File: src/rtl/lsu_bus_master_if.sv
`default_nettype none
// +----------------------------------------------------------------------+
// | lsu_bus_master_if : LSU-to-memory request/response bus bundle         |
// | Revision: 1.0                                                        |
// +----------------------------------------------------------------------+
interface lsu_bus_master_if;
   logic        bus_req;
   logic        bus_we;
   logic [31:0] bus_addr;
   logic [3:0]  bus_be;
   logic [31:0] bus_wdata;
   logic        bus_gnt;
   logic        bus_rvalid;
   logic [31:0] bus_rdata;

   modport master (
      output bus_req, bus_we, bus_addr, bus_be, bus_wdata,
      input  bus_gnt, bus_rvalid, bus_rdata
   );

   modport slave (
      input  bus_req, bus_we, bus_addr, bus_be, bus_wdata,
      output bus_gnt, bus_rvalid, bus_rdata
   );
endinterface
`default_nettype wire

File: src/rtl/lsu_bus_master.sv
`default_nettype none
// +----------------------------------------------------------------------+
// | lsu_bus_master : MEM-stage load/store bus master with timeout abort   |
// | Option macro LSU_MISALIGN_TRAP_EN traps misaligned half/word access.  |
// | Revision: 1.0                                                        |
// +----------------------------------------------------------------------+
module lsu_bus_master #(
   parameter int unsigned TIMEOUT = 255
) (
   input  wire logic        clk,
   input  wire logic        rst,
   input  wire logic        op_valid_i,
   input  wire logic        memwr_sgn_i,
   input  wire logic [2:0]  func3_i,
   input  wire logic [31:0] alu_result_i,
   input  wire logic [31:0] rd_data2_i,
   output      logic        stall_o,
   output      logic        done_o,
   output      logic [31:0] read_data_o,
   output      logic        fault_o,
   lsu_bus_master_if.master bus
);

   typedef enum logic [1:0] {
      S_IDLE = 2'd0,
      S_REQ  = 2'd1,
      S_WAIT = 2'd2,
      S_RESP = 2'd3
   } state_e;

   localparam logic [7:0] c_tmo_last = 8'(TIMEOUT - 1);

   state_e      state_q, state_d;
   logic [7:0]  cnt_q, cnt_d;
   logic        bus_req_q, bus_req_d;
   logic        bus_we_q, bus_we_d;
   logic [31:0] bus_addr_q, bus_addr_d;
   logic [3:0]  bus_be_q, bus_be_d;
   logic [31:0] bus_wdata_q, bus_wdata_d;
   logic [2:0]  func3_q, func3_d;
   logic [1:0]  lane_q, lane_d;
   logic        store_q, store_d;
   logic [31:0] read_data_q, read_data_d;
   logic        fault_q, fault_d;
   logic        w_tmo;

   function automatic logic [3:0] f_be(input logic [2:0] f3, input logic [1:0] lo);
      logic [3:0] r;
      if (f3[1])      r = 4'b1111;
      else if (f3[0]) r = lo[1] ? 4'b1100 : 4'b0011;
      else            r = 4'b0001 << lo;
      return r;
   endfunction

   function automatic logic [31:0] f_wdata(input logic [2:0] f3, input logic [31:0] d);
      logic [31:0] r;
      if (f3[1])      r = d;
      else if (f3[0]) r = {2{d[15:0]}};
      else            r = {4{d[7:0]}};
      return r;
   endfunction

   // Sign fill is the lane MSB unless func3[2] asks for zero extension.
   function automatic logic [31:0] f_extract(input logic [31:0] w, input logic [2:0] f3,
                                             input logic [1:0] lo);
      logic [7:0]  b;
      logic [15:0] h;
      logic [31:0] r;
      b = w[{lo, 3'b000} +: 8];
      h = lo[1] ? w[31:16] : w[15:0];
      if (f3[1])      r = w;
      else if (f3[0]) r = {{16{h[15] & ~f3[2]}}, h};
      else            r = {{24{b[7] & ~f3[2]}}, b};
      return r;
   endfunction

   assign w_tmo = (cnt_q == c_tmo_last);

   always_comb begin
      state_d     = state_q;
      cnt_d       = cnt_q;
      bus_req_d   = bus_req_q;
      bus_we_d    = bus_we_q;
      bus_addr_d  = bus_addr_q;
      bus_be_d    = bus_be_q;
      bus_wdata_d = bus_wdata_q;
      func3_d     = func3_q;
      lane_d      = lane_q;
      store_d     = store_q;
      read_data_d = read_data_q;
      fault_d     = fault_q;

      case (state_q)
         S_IDLE: begin
            if (op_valid_i) begin
               func3_d     = func3_i;
               lane_d      = alu_result_i[1:0];
               store_d     = memwr_sgn_i;
               bus_we_d    = memwr_sgn_i;
               bus_addr_d  = {alu_result_i[31:2], 2'b00};
               bus_be_d    = f_be(func3_i, alu_result_i[1:0]);
               bus_wdata_d = memwr_sgn_i ? f_wdata(func3_i, rd_data2_i) : 32'd0;
               cnt_d       = 8'd0;
               fault_d     = 1'b0;
               read_data_d = 32'd0;
`ifdef LSU_MISALIGN_TRAP_EN
               if ((func3_i[1] && (alu_result_i[1:0] != 2'b00)) ||
                   (!func3_i[1] && func3_i[0] && alu_result_i[0])) begin
                  state_d = S_RESP;
                  fault_d = 1'b1;
               end else begin
                  state_d   = S_REQ;
                  bus_req_d = 1'b1;
               end
`else
               state_d   = S_REQ;
               bus_req_d = 1'b1;
`endif
            end
         end
         S_REQ: begin
            cnt_d = cnt_q + 8'd1;
            if (w_tmo) begin
               state_d     = S_RESP;
               bus_req_d   = 1'b0;
               fault_d     = 1'b1;
               read_data_d = 32'd0;
            end else if (bus.bus_gnt) begin
               state_d   = S_WAIT;
               bus_req_d = 1'b0;
            end
         end
         S_WAIT: begin
            cnt_d = cnt_q + 8'd1;
            // A response arriving on the last allowed cycle still counts.
            if (bus.bus_rvalid) begin
               state_d     = S_RESP;
               read_data_d = store_q ? 32'd0 : f_extract(bus.bus_rdata, func3_q, lane_q);
            end else if (w_tmo) begin
               state_d     = S_RESP;
               fault_d     = 1'b1;
               read_data_d = 32'd0;
            end
         end
         S_RESP: begin
            state_d     = S_IDLE;
            fault_d     = 1'b0;
            read_data_d = 32'd0;
         end
         default: state_d = S_IDLE;
      endcase
   end

   always_ff @(posedge clk or posedge rst) begin
      if (rst) begin
         state_q     <= S_IDLE;
         cnt_q       <= 8'd0;
         bus_req_q   <= 1'b0;
         bus_we_q    <= 1'b0;
         bus_addr_q  <= 32'd0;
         bus_be_q    <= 4'd0;
         bus_wdata_q <= 32'd0;
         func3_q     <= 3'd0;
         lane_q      <= 2'd0;
         store_q     <= 1'b0;
         read_data_q <= 32'd0;
         fault_q     <= 1'b0;
      end else begin
         state_q     <= state_d;
         cnt_q       <= cnt_d;
         bus_req_q   <= bus_req_d;
         bus_we_q    <= bus_we_d;
         bus_addr_q  <= bus_addr_d;
         bus_be_q    <= bus_be_d;
         bus_wdata_q <= bus_wdata_d;
         func3_q     <= func3_d;
         lane_q      <= lane_d;
         store_q     <= store_d;
         read_data_q <= read_data_d;
         fault_q     <= fault_d;
      end
   end

   assign stall_o       = op_valid_i && (state_q != S_RESP);
   assign done_o        = (state_q == S_RESP);
   assign read_data_o   = read_data_q;
   assign fault_o       = fault_q;
   assign bus.bus_req   = bus_req_q;
   assign bus.bus_we    = bus_we_q;
   assign bus.bus_addr  = bus_addr_q;
   assign bus.bus_be    = bus_be_q;
   assign bus.bus_wdata = bus_wdata_q;

endmodule
`default_nettype wire

File: src/flat_wrapper.sv
// flat-port wrapper written by rule: the top's interface ports become plain ports
module lsu_bus_master_flat 
#(
   parameter int unsigned TIMEOUT = 255
)
  (clk, rst, op_valid_i, memwr_sgn_i, func3_i, alu_result_i, rd_data2_i, stall_o, done_o, read_data_o, fault_o, bus_bus_req, bus_bus_we, bus_bus_addr, bus_bus_be, bus_bus_wdata, bus_bus_gnt, bus_bus_rvalid, bus_bus_rdata);
  lsu_bus_master_if bus_i ();
  input  wire logic clk;
  input  wire logic rst;
  input  wire logic op_valid_i;
  input  wire logic memwr_sgn_i;
  input  wire logic [2:0] func3_i;
  input  wire logic [31:0] alu_result_i;
  input  wire logic [31:0] rd_data2_i;
  output      logic stall_o;
  output      logic done_o;
  output      logic [31:0] read_data_o;
  output      logic fault_o;
  output wire logic [$bits(bus_i.bus_req)-1:0] bus_bus_req;
  output wire logic [$bits(bus_i.bus_we)-1:0] bus_bus_we;
  output wire logic [$bits(bus_i.bus_addr)-1:0] bus_bus_addr;
  output wire logic [$bits(bus_i.bus_be)-1:0] bus_bus_be;
  output wire logic [$bits(bus_i.bus_wdata)-1:0] bus_bus_wdata;
  input wire logic [$bits(bus_i.bus_gnt)-1:0] bus_bus_gnt;
  input wire logic [$bits(bus_i.bus_rvalid)-1:0] bus_bus_rvalid;
  input wire logic [$bits(bus_i.bus_rdata)-1:0] bus_bus_rdata;
  assign bus_bus_req = bus_i.bus_req;
  assign bus_bus_we = bus_i.bus_we;
  assign bus_bus_addr = bus_i.bus_addr;
  assign bus_bus_be = bus_i.bus_be;
  assign bus_bus_wdata = bus_i.bus_wdata;
  assign bus_i.bus_gnt = bus_bus_gnt;
  assign bus_i.bus_rvalid = bus_bus_rvalid;
  assign bus_i.bus_rdata = bus_bus_rdata;
  lsu_bus_master #(.TIMEOUT(TIMEOUT)) u_core (.clk(clk), .rst(rst), .op_valid_i(op_valid_i), .memwr_sgn_i(memwr_sgn_i), .func3_i(func3_i), .alu_result_i(alu_result_i), .rd_data2_i(rd_data2_i), .stall_o(stall_o), .done_o(done_o), .read_data_o(read_data_o), .fault_o(fault_o), .bus(bus_i));
endmodule
File: config.mk
export PLATFORM = sky130hd
export DESIGN_NAME = lsu_bus_master_flat
export DESIGN_NICKNAME = d
export VERILOG_FILES = /design/src/rtl/lsu_bus_master_if.sv /design/src/rtl/lsu_bus_master.sv /design/src/flat_wrapper.sv
export SDC_FILE = /design/constraint.sdc
export NUM_CORES = 1
export LEC_CHECK = 0
export BUFFER_PORTS_ARGS = -buffer_cell sky130_fd_sc_hd__buf_2
export CAP_MARGIN = 25
export CELL_PAD_IN_SITES_DETAIL_PLACEMENT = 1
export CELL_PAD_IN_SITES_GLOBAL_PLACEMENT = 2
export CORE_ASPECT_RATIO = 0.8
export CORE_UTILIZATION = 30
export CTS_CLUSTER_SIZE = 16
export DETAILED_ROUTE_END_ITERATION = 8
export GPL_TIMING_DRIVEN = 0
export PLACE_DENSITY_LB_ADDON = 0.1
export SLEW_MARGIN = 10
export SYNTH_ARGS = -nofsm -noshare
export SYNTH_HDL_FRONTEND = slang
export SYNTH_SLANG_ARGS = --single-unit
File: constraint.sdc
create_clock -name clk -period 5.29 [get_ports clk]
set_clock_uncertainty 0.2 [all_clocks]
set_input_delay 1.587 -clock clk [delete_from_list [all_inputs] [get_ports clk]]
set_output_delay 1.587 -clock clk [all_outputs]
set_load 0.05 [all_outputs]
==> metrics.txt, run 1 <==
number of flops mapped to enable cells by yosys 0; post-synthesis xor/xnor area fraction 0.00807; Pins Over Slew Limit 0; reg-to-reg startpoint u_core.state_q[0]$_DFFE_PP0P_; M3 GR Usage 0.0742; P_leak between 3 and 4 nW; Final period util 0.734; Slowest-stage cell, CP buf_2; Clk pin slew, worst setup/hold paths ~0.05 ns; final net count slightly above 800; FF+latch count, synth ~120; R2R Setup Slk ~2.4 ns; number of global-route vias before repair ~5,000; dpl hpwl roughly 13 mm; global route hottest layer met2; failing checks design-rule violations; Crit path buffers/inverters 2; multiplexer share of the synthesized area 0.151; synthesized area approximately 5400 um2; CTS Buf Count 17; Post-synth top flop dfrtp_1; Netlist cell types 48; Port Buffers around 210; sequential fraction of the synthesis area 0.535; initial antenna violation count 3; DR WL/cell between 15 and 20 um; Largest stage delay, worst path 0.26 ns; I/O pin cnt between 200 and 250; layout cells sized above 1 0.417; Post-CTS Hold Buffers 0; hold crit path type reg -> reg; vias per inst between 4 and 5; Fin Hold WS 0.273 ns; Net Sw Frac 0.487; Area Overhead vs Synth 35.6%; clock sinks around 120; htree depth 4; CP arrival 2.10 ns; net switching power around 2.4 mW; Slew headroom 0.407; Via Count ~4,700; asr flop ratio synth 1.00; Die ar. ~19,000 um2; Seq pwr share 0.283; DRC 8; M1 GR Usage 0.268; WS Path Type in -> out; Hold Vio Cnt, Final 0; postcts setup bufs 0; P_int 2.55 mW; first drt pass iteration count 6; Hold Path Depth 2; PwrDens 676 nW/um2; Max rail drop VDD 0.000412 V; gr ovfl total 0; first-pass GRT wire length 28.0 mm; post-synthesis adder-cell area fraction 0.0138; pin count of the biggest net entering global routing 73; type of origin of the critical path primary input; Tmin final 3.88 ns; gp weighted congestion between 0.7 and 0.8; root buf cell clkbuf_16; Max Buffers Root-to-Sink 2; Die X 152 um; RSZ-0062 raised after global routing false; status finished with violations; post-synthesis simple-gate area fraction 0.106; largest family of logic cells by synthesized area multiplexers; core footprint 17,500 um2; CP Cell Sequence buf_6 > nor2b_1 > buf_2; met2 Track Usage GR 0.290; Mapped Cells 494; wirelength, routed around 18 mm; DIE HEIGHT roughly 120 um; Compound-Gate Fraction of Synth Area 0.140; Worst path top cell family by delay buffers and inverters; Iter 0 DRT Violations around 210; path depth of the worst reg2reg path 8; clock power share 0.231; Peak Freq between 200 and 300 MHz; Max-Cap Viols 0; Global Route Usage Sum 0.198; Final Power around 5 mW; CTS tree done; Worst Path Required approximately 3.5 ns; Final ANT Viol Nets 0; crit-path max FO 9; Hold Path Origin u_core.bus.bus_wdata[6]$_DFFE_PP0P_; Worst-Margin Slew 0.886 ns; Comb pwr share 0.487; CP endpoint kind primary output; worst reg2reg path endpoint u_core.read_data_o[21]$_DFFE_PP0P_; CTS resizes 0; FP Rows 43; initial core utilization 0.310; yosys warns 0; Syn Area/Cell 11.0 um2; Clk Latency, worst-skew pair 0.42 ns; Hold Path End u_core.bus.bus_wdata[6]$_DFFE_PP0P_; Setup Viol. Count Final 0
-- state kept, by name, indices dropped and copies added, names as in the netlist --
signal                flops
u_core.lane_q             2
u_core.bus.bus_we         1
u_core.fault_o            1
u_core.read_data_o       32
u_core.bus.bus_wdata     32
u_core.state_q            2
u_core.func3_q            3
u_core.bus.bus_be         4
u_core.bus.bus_req        1
u_core.cnt_q              8
u_core.bus.bus_addr      30
-- area by class of cell --
type	count	area, um2
clock inverter	14	156
inverter	18	72.6
sequential	116	2900
antenna	1	2.50
multi-input combinational	326	2280
clock buffer	18	429
tap	225	282
fill	2008	10200
buffer	35	180
timing repair buffer	206	1050
-- cell usage after synthesis, types with 2 or more instances --
cell type	number	area [um2]
clkbuf_1	24	90.1
nor2_1	34	128
ha_1	6	75.1
nor2b_1	3	18.8
mux2i_1	28	280
a221o_1	15	150
inv_1	17	63.8
nand3_1	4	20.0
xor2_1	2	17.5
buf_6	5	56.3
nor4_1	8	50.1
a21o_1	9	67.6
a31oi_1	3	18.8
o21ai_0	44	220
mux2_2	46	518
dfrtp_1	116	2900
or3_1	2	12.5
a221oi_1	8	70.1
o2bb2ai_1	3	26.3
buf_2	2	10.0
nand2_1	63	236
a221o_2	6	67.6
buf_4	2	15.0
a21oi_1	15	75.1
nand2b_1	2	12.5
nand4_1	3	18.8
xnor2_1	3	26.3
-- cells by family (layout without fill, tap and decap cells) --
family,Yosys count,count (layout)
AO/OA/AOI/OAI,111,111
XOR/XNOR,5,5
adder cells (fa/ha/maj),6,6
buffers and inverters,53,291
flip-flops,116,116
multiplexers,75,75
other,1,3
AND/OR/NAND/NOR,127,127
-- per-stage QoR --
| step | instances | setup WS, ns | cell area, um2 | util | TNS [ns] |
|---|---|---|---|---|---|
| 2_1_floorplan | 495 | 0.431 | 5430 | - | 0 |
| 3_3_place_gp | 925 | -1.19 | 6740 | 0.384 | -135.84 |
| 3_5_place_dp | 926 | 1.40 | 6770 | 0.386 | 0 |
| 4_1_cts | 958 | 1.40 | 7360 | 0.420 | 0 |
| 5_1_grt | 959 | 1.39 | 7360 | 0.420 | 0 |
| 6_report | 959 | 1.41 | 7360 | 0.420 | 0 |
-- power by group through the flow --
stage | registers [mW] | logic [mW] | clock network (mW)
final | 1.41 | 2.42 | 1.15
after global routing | 1.45 | 2.58 | 1.22
after CTS | 1.41 | 2.44 | 1.18
after detailed placement | 1.42 | 2.43 | 0
after global placement | 1.41 | 2.40 | 0
after floorplan | 2.37 | 0.826 | 0
-- placed cells by master (no fill, tap or decap), types with 4 or more instances in the layout --
master,Yosys,layout
clkbuf_1,24,25
clkinv_4,0,5
nand3_1,4,4
inv_1,17,16
mux2i_1,28,28
a221o_1,15,15
ha_1,6,6
nor2_1,34,34
a21o_1,9,9
nand2_1,63,63
nor4_1,8,8
o21ai_0,44,44
a21oi_1,15,15
a221o_2,6,6
dfrtp_1,116,116
buf_2,2,207
buf_6,5,5
mux2_2,46,46
a221oi_1,8,8
clkinvlp_4,0,4
clkbuf_16,0,17
-- per-layer routing --
metal | part of all wire | vias to the layer above
met3 | 0.076 | 19
met1 | 0.47 | 2347
met2 | 0.44 | 149
met4 | 0.0095 | 4
li1 | - | 2209
met5 | 0.0012 | -
-- worst reg2reg max path, stage by stage, from the launching register on --
cell and delay, ns:
dfrtp_1 0.39, inv_1 0.11, ha_1 0.43, inv_2 0.10
nor4_1 0.56, and2_1 0.21, buf_1 0.29, buf_2 0.31
a221o_1 0.19
-- worst max path at each step --
stage	startpoint	to	slack, ns	cells after the start
after floorplan	rst	u_core.bus.bus_addr[10]$_DFFE_PP0P_	0.43	1
after global placement	rst	u_core.bus.bus_addr[29]$_DFFE_PP0P_	-1.19	2
after detailed placement	op_valid_i	stall_o	1.40	3
after CTS	op_valid_i	stall_o	1.40	3
after global routing	op_valid_i	stall_o	1.39	3
final	op_valid_i	stall_o	1.41	3
(Power assumes the default switching activity.)
==> run 2, diff against run 1 <==
Clock period 5.29 ns to 3.9 ns, I/O delays scaled along.
==> run 2 against run 1 <==
Net effect: the run still ends with design-rule violations left; sequential cell count is the same; sequential share of layout area shrank 0.74 points; combinational power grew 36%; critical path depth is the same; routed wire length is essentially flat; register-to-register slack lost 1.4 ns; largest cell class unchanged; largest power group unchanged; highest routed layer unchanged.
==> metrics.txt, run 2 (synthesis results as in run 1) <==
I/O pin cnt 210; CP endpoint kind primary output; crit-path max FO 9; Max-Cap Viols 0; setup ws final between 0.8 and 0.9 ns; uppermost routed layer met5; clock sinks 116; FILL cells 1,982; Pins Over Slew Limit 0; placed insts between 900 and 1,000; Worst path top cell family by delay buffers and inverters; Crit path buffers/inverters 2; first drt pass iteration count 6; Hold Vio Cnt, Final 0; met2 wire length about 7.9 mm; Global Route Usage Sum 0.196; net switching power 3.27 mW; Worst Path Required about 2.5 ns; dpl hpwl between 10 and 15 mm; DIE HEIGHT ~120 um; FP Rows 43; commonest non-fill, non-tap cell in the layout buf_2; initial antenna violation count 1; Final Non-Filler Cells ~960; Port Buffers 205; Final ANT Viol Nets 0; root buf cell clkbuf_16; initial core utilization 0.310; Die X between 150 and 200 um; Seq pwr share 0.275; CP Cell Sequence buf_6 > nor2b_1 > buf_2; Met3 Wirelength 1.06 mm; CTS tree done; CTS Buf Count 17; Iter 0 DRT Violations 210; Setup Viol. Count Final 0; DR WL/cell approximately 18 um; Die ar. 18,600 um2; Tmin final about 3 ns; gr ovfl total 0; Post-CTS Hold Buffers 0; RSZ-0062 raised after global routing false; status finished with violations; Slowest-stage cell, CP buf_2; Comb pwr share 0.473; wirelength, routed 17.7 mm; postcts setup bufs 0; CP arrival 1.69 ns; dpl ws approximately 0.63 ns; final net count roughly 830; Peak Freq roughly 330 MHz; P_leak around 3.8 nW; Via Count 4,694; clock power share 0.252; TNS Setup 0 ns; DRC 14; type of origin of the critical path primary input; layout cells sized above 1 0.420; first-pass GRT wire length around 28 mm; PwrDens ~930 nW/um2; WS Path Type in -> out; WL met1 about 8.5 mm; hold crit path type reg -> reg; number of global-route vias before repair roughly 5,000; gp weighted congestion ~0.8; Fin Hold WS around 0.28 ns; Area Overhead vs Synth 38.2%; Slew headroom 0.398; failing checks design-rule violations; commonest cells after routing, fill and taps aside buf_2, dfrtp_1, nand2_1; pin count of the biggest net entering global routing 37; Final period util 0.783; vias per inst roughly 4.9; Net Sw Frac 0.469; Max Buffers Root-to-Sink 2; Max rail drop VDD approximately 0.00047 V; CTS resizes 0; htree depth 4; Worst-Margin Slew around 0.9 ns; core footprint between 15,000 and 20,000 um2; Largest stage delay, worst path 0.26 ns; P_int between 3 and 4 mW; Clk pin slew, worst setup/hold paths around 0.060 ns; Clk Latency, worst-skew pair 0.41 ns
==> run 2: worst register-to-register path, cell delays in order (launching register included) <==
cell and delay (ns):
dfrtp_1 0.38, inv_1 0.11, ha_1 0.44, inv_2 0.10, nor4_1 0.58, and2_1 0.22
buf_1 0.28, buf_2 0.31, a221o_1 0.19
==> run 2: final timing paths <==
| check | start | end | slack, ns | depth (start not counted) |
|---|---|---|---|---|
| max reg2reg | u_core.state_q[0]$_DFFE_PP0P_ | u_core.read_data_o[22]$_DFFE_PP0P_ | 1.03 | 8 |
| min in group asynchronous | rst | u_core.read_data_o[9]$_DFFE_PP0P_ | 0.57 | 2 |
| min | u_core.bus.bus_wdata[16]$_DFFE_PP0P_ | u_core.bus.bus_wdata[16]$_DFFE_PP0P_ | 0.28 | 2 |
| min reg2reg | u_core.bus.bus_wdata[16]$_DFFE_PP0P_ | u_core.bus.bus_wdata[16]$_DFFE_PP0P_ | 0.28 | 2 |
| max in group asynchronous | rst | u_core.bus.bus_wdata[4]$_DFFE_PP0P_ | 2.29 | 4 |
| max | op_valid_i | stall_o | 0.84 | 3 |
==> run 2: final cells by class <==
type / instances / area (um2) / area share
inverter: 18 / 71.3 / 0.00951
timing repair buffer: 209 / 1120 / 0.149
clock inverter: 12 / 203 / 0.0270
multi-input combinational: 326 / 2280 / 0.304
buffer: 35 / 180 / 0.0240
tap: 225 / 282 / 0.0375
clock buffer: 20 / 457 / 0.0609
sequential: 116 / 2900 / 0.387
antenna: 1 / 2.50 / 0.000334
==> run 2: layer usage <==
layer,vias to the layer above,global-route usage
met5,-,0
met4,2,0.0606
met3,15,0.0611
met2,128,0.299
met1,2336,0.267
li1,2213,-
==> run 2: power by group through the flow <==
stage / clock network [mW] / registers, mW / logic [mW]
6_report: 1.76 / 1.91 / 3.29
3_5_place_dp: 0 / 1.93 / 3.32
4_1_cts: 1.79 / 1.92 / 3.32
2_1_floorplan: 0 / 3.22 / 1.12
5_1_grt: 1.84 / 1.97 / 3.52
3_3_place_gp: 0 / 1.91 / 3.26
==> run 2: through the flow <==
step	power [mW]	utilization	area, um2
after floorplan	4.34	-	5440
after global placement	5.16	0.385	6740
after detailed placement	5.25	0.390	6840
after CTS	7.03	0.428	7500
after global routing	7.33	0.428	7500
final	6.96	0.428	7500
==> run 3, diff against run 2 <==
Clock period 3.9 ns to 2.95 ns, I/O delays scaled along.
==> run 3 against run 2 <==
Net effect: the flow still finishes with violations (design-rule violations); largest power group unchanged; setup slack got worse by 0.64 ns; sequential cell count stayed put; largest cell class unchanged; sequential power increased by 32%; critical path type is now reg -> reg.
==> metrics.txt, run 3 (synthesis results as in run 1) <==
net switching power roughly 4.3 mW; Port Buffers ~210; setup ws final ~0.20 ns; DIE HEIGHT roughly 120 um; Tmin final approximately 2.7 ns; CP Cell Sequence inv_1 > ha_1 > buf_6 > nand2_1 > clkbuf_1 > clkbuf_1 > mux2_2; CP endpoint kind register; Post-CTS Hold Buffers 0; Net Sw Frac 0.469; pin count of the biggest net entering global routing 37; FP Rows 43; Worst Path Required 3.05 ns; layout cells sized above 1 0.421; P_int a little under 5 mW; initial core utilization 0.310; Max Buffers Root-to-Sink 2; DRC 14; root buf cell clkbuf_16; Largest stage delay, worst path a little under 0.6 ns; PwrDens between 1000 and 1500 nW/um2; type of origin of the critical path register; hold crit path type in -> async; P_leak ~3.8 nW; Fin Hold WS around 0.28 ns; Clk Latency, worst-skew pair a little over 0.4 ns; Slew headroom 0.398; initial antenna violation count 1; CTS resizes 0; commonest non-fill, non-tap cell in the layout buf_2; gr ovfl total 0; path depth of the worst reg2reg path 7; commonest cells after routing, fill and taps aside buf_2, dfrtp_1, nand2_1; CP arrival 2.85 ns; Crit path buffers/inverters 4; status finished with violations; first drt pass iteration count 6; Seq pwr share 0.275; Worst path top cell family by delay buffers and inverters; Final ANT Viol Nets 0; failing checks design-rule violations; CTS Buf Count 17; Final Util 0.428; Die ar. about 19,000 um2; critical path startpoint u_core.state_q[0]$_DFFE_PP0P_; reg-to-reg startpoint u_core.state_q[0]$_DFFE_PP0P_; I/O pin cnt between 200 and 250; R2R Setup Slk around 0.20 ns; Iter 0 DRT Violations around 180; number of global-route vias before repair between 5,000 and 6,000; vias per inst 4.86; Final period util 0.932; Hold Vio Cnt, Final 0; Via Count about 4,700; final net count 834; Final Power approximately 9.2 mW; Worst-Margin Slew between 0.8 and 0.9 ns; dpl hpwl approximately 14 mm; postcts setup bufs 0; Die X approximately 150 um; htree depth 4; Peak Freq ~360 MHz; clock sinks about 120; Comb pwr share 0.473; Clk pin slew, worst setup/hold paths approximately 0.06 ns; wirelength, routed between 15 and 20 mm; core footprint 17,500 um2; TNS Setup 0 ns; Max-Cap Viols 0; RSZ-0062 raised after global routing false; Global Route Usage Sum 0.196; Setup Viol. Count Final 0; WS Path Type reg -> reg; DR WL/cell 18.3 um; first-pass GRT wire length 28.0 mm; clock power share 0.252; Pins Over Slew Limit 0; dpl ws -0.0340 ns; CTS tree done; worst reg2reg path endpoint u_core.bus.bus_addr[6]$_DFFE_PP0P_; crit-path max FO 10; Crit path top cell by count clkbuf_1; Area Overhead vs Synth 38.3%; Max rail drop VDD 0.000617 V; Slowest-stage cell, CP clkbuf_1; gp weighted congestion 0.780
-- run 3: worst max path at each step --
| stage | to | slack (ns) | depth (start not counted) |
|---|---|---|---|
| finish | u_core.bus.bus_addr[6]$_DFFE_PP0P_ | 0.20 | 7 |
| global route | u_core.cnt_q[6]$_DFFE_PP0P_ | 0.03 | 8 |
| CTS | u_core.read_data_o[17]$_DFFE_PP0P_ | 0.07 | 8 |
| detailed placement | u_core.bus.bus_addr[6]$_DFFE_PP0P_ | -0.03 | 5 |
| global placement | u_core.bus.bus_addr[22]$_DFFE_PP0P_ | -0.47 | 2 |
| floorplan | stall_o | 0.15 | 2 |
-- run 3: per-stage QoR --
stage          cells  area, um2
2_1_floorplan    495       5440
3_3_place_gp     925       6740
3_5_place_dp     929       6840
4_1_cts          961       7500
5_1_grt          961       7500
6_report         962       7510
-- run 3: cell type report --
class / count / area, um2
Buffer: 35 / 180
Timing Repair Buffer: 209 / 1120
Antenna cell: 1 / 2.50
Clock inverter: 12 / 203
Inverter: 18 / 71.3
Multi-Input combinational cell: 326 / 2290
Sequential cell: 116 / 2900
Tap cell: 225 / 282
Fill cell: 1981 / 10000
Clock buffer: 20 / 457
-- run 3: layer usage --
metal	wire, um	global-route usage	up-vias
li1	-	-	2213
met4	165	0.0606	2
met3	1100	0.0611	15
met5	10	0	-
met2	7890	0.299	123
met1	8480	0.267	2321
-- run 3: power groups by stage --
stage | Clock, mW | Sequential [mW] | Combinational [mW]
2_1_floorplan | 0 | 4.26 | 1.48
3_3_place_gp | 0 | 2.52 | 4.30
3_5_place_dp | 0 | 2.55 | 4.39
4_1_cts | 2.37 | 2.54 | 4.39
5_1_grt | 2.43 | 2.61 | 4.66
6_report | 2.32 | 2.53 | 4.35
-- run 3: worst reg2reg max path, stage by stage (launching register included) --
cell	delay [ns]
dfrtp_1	0.38
inv_1	0.11
ha_1	0.22
buf_6	0.14
nand2_1	0.13
clkbuf_1	0.46
clkbuf_1	0.58
mux2_2	0.42
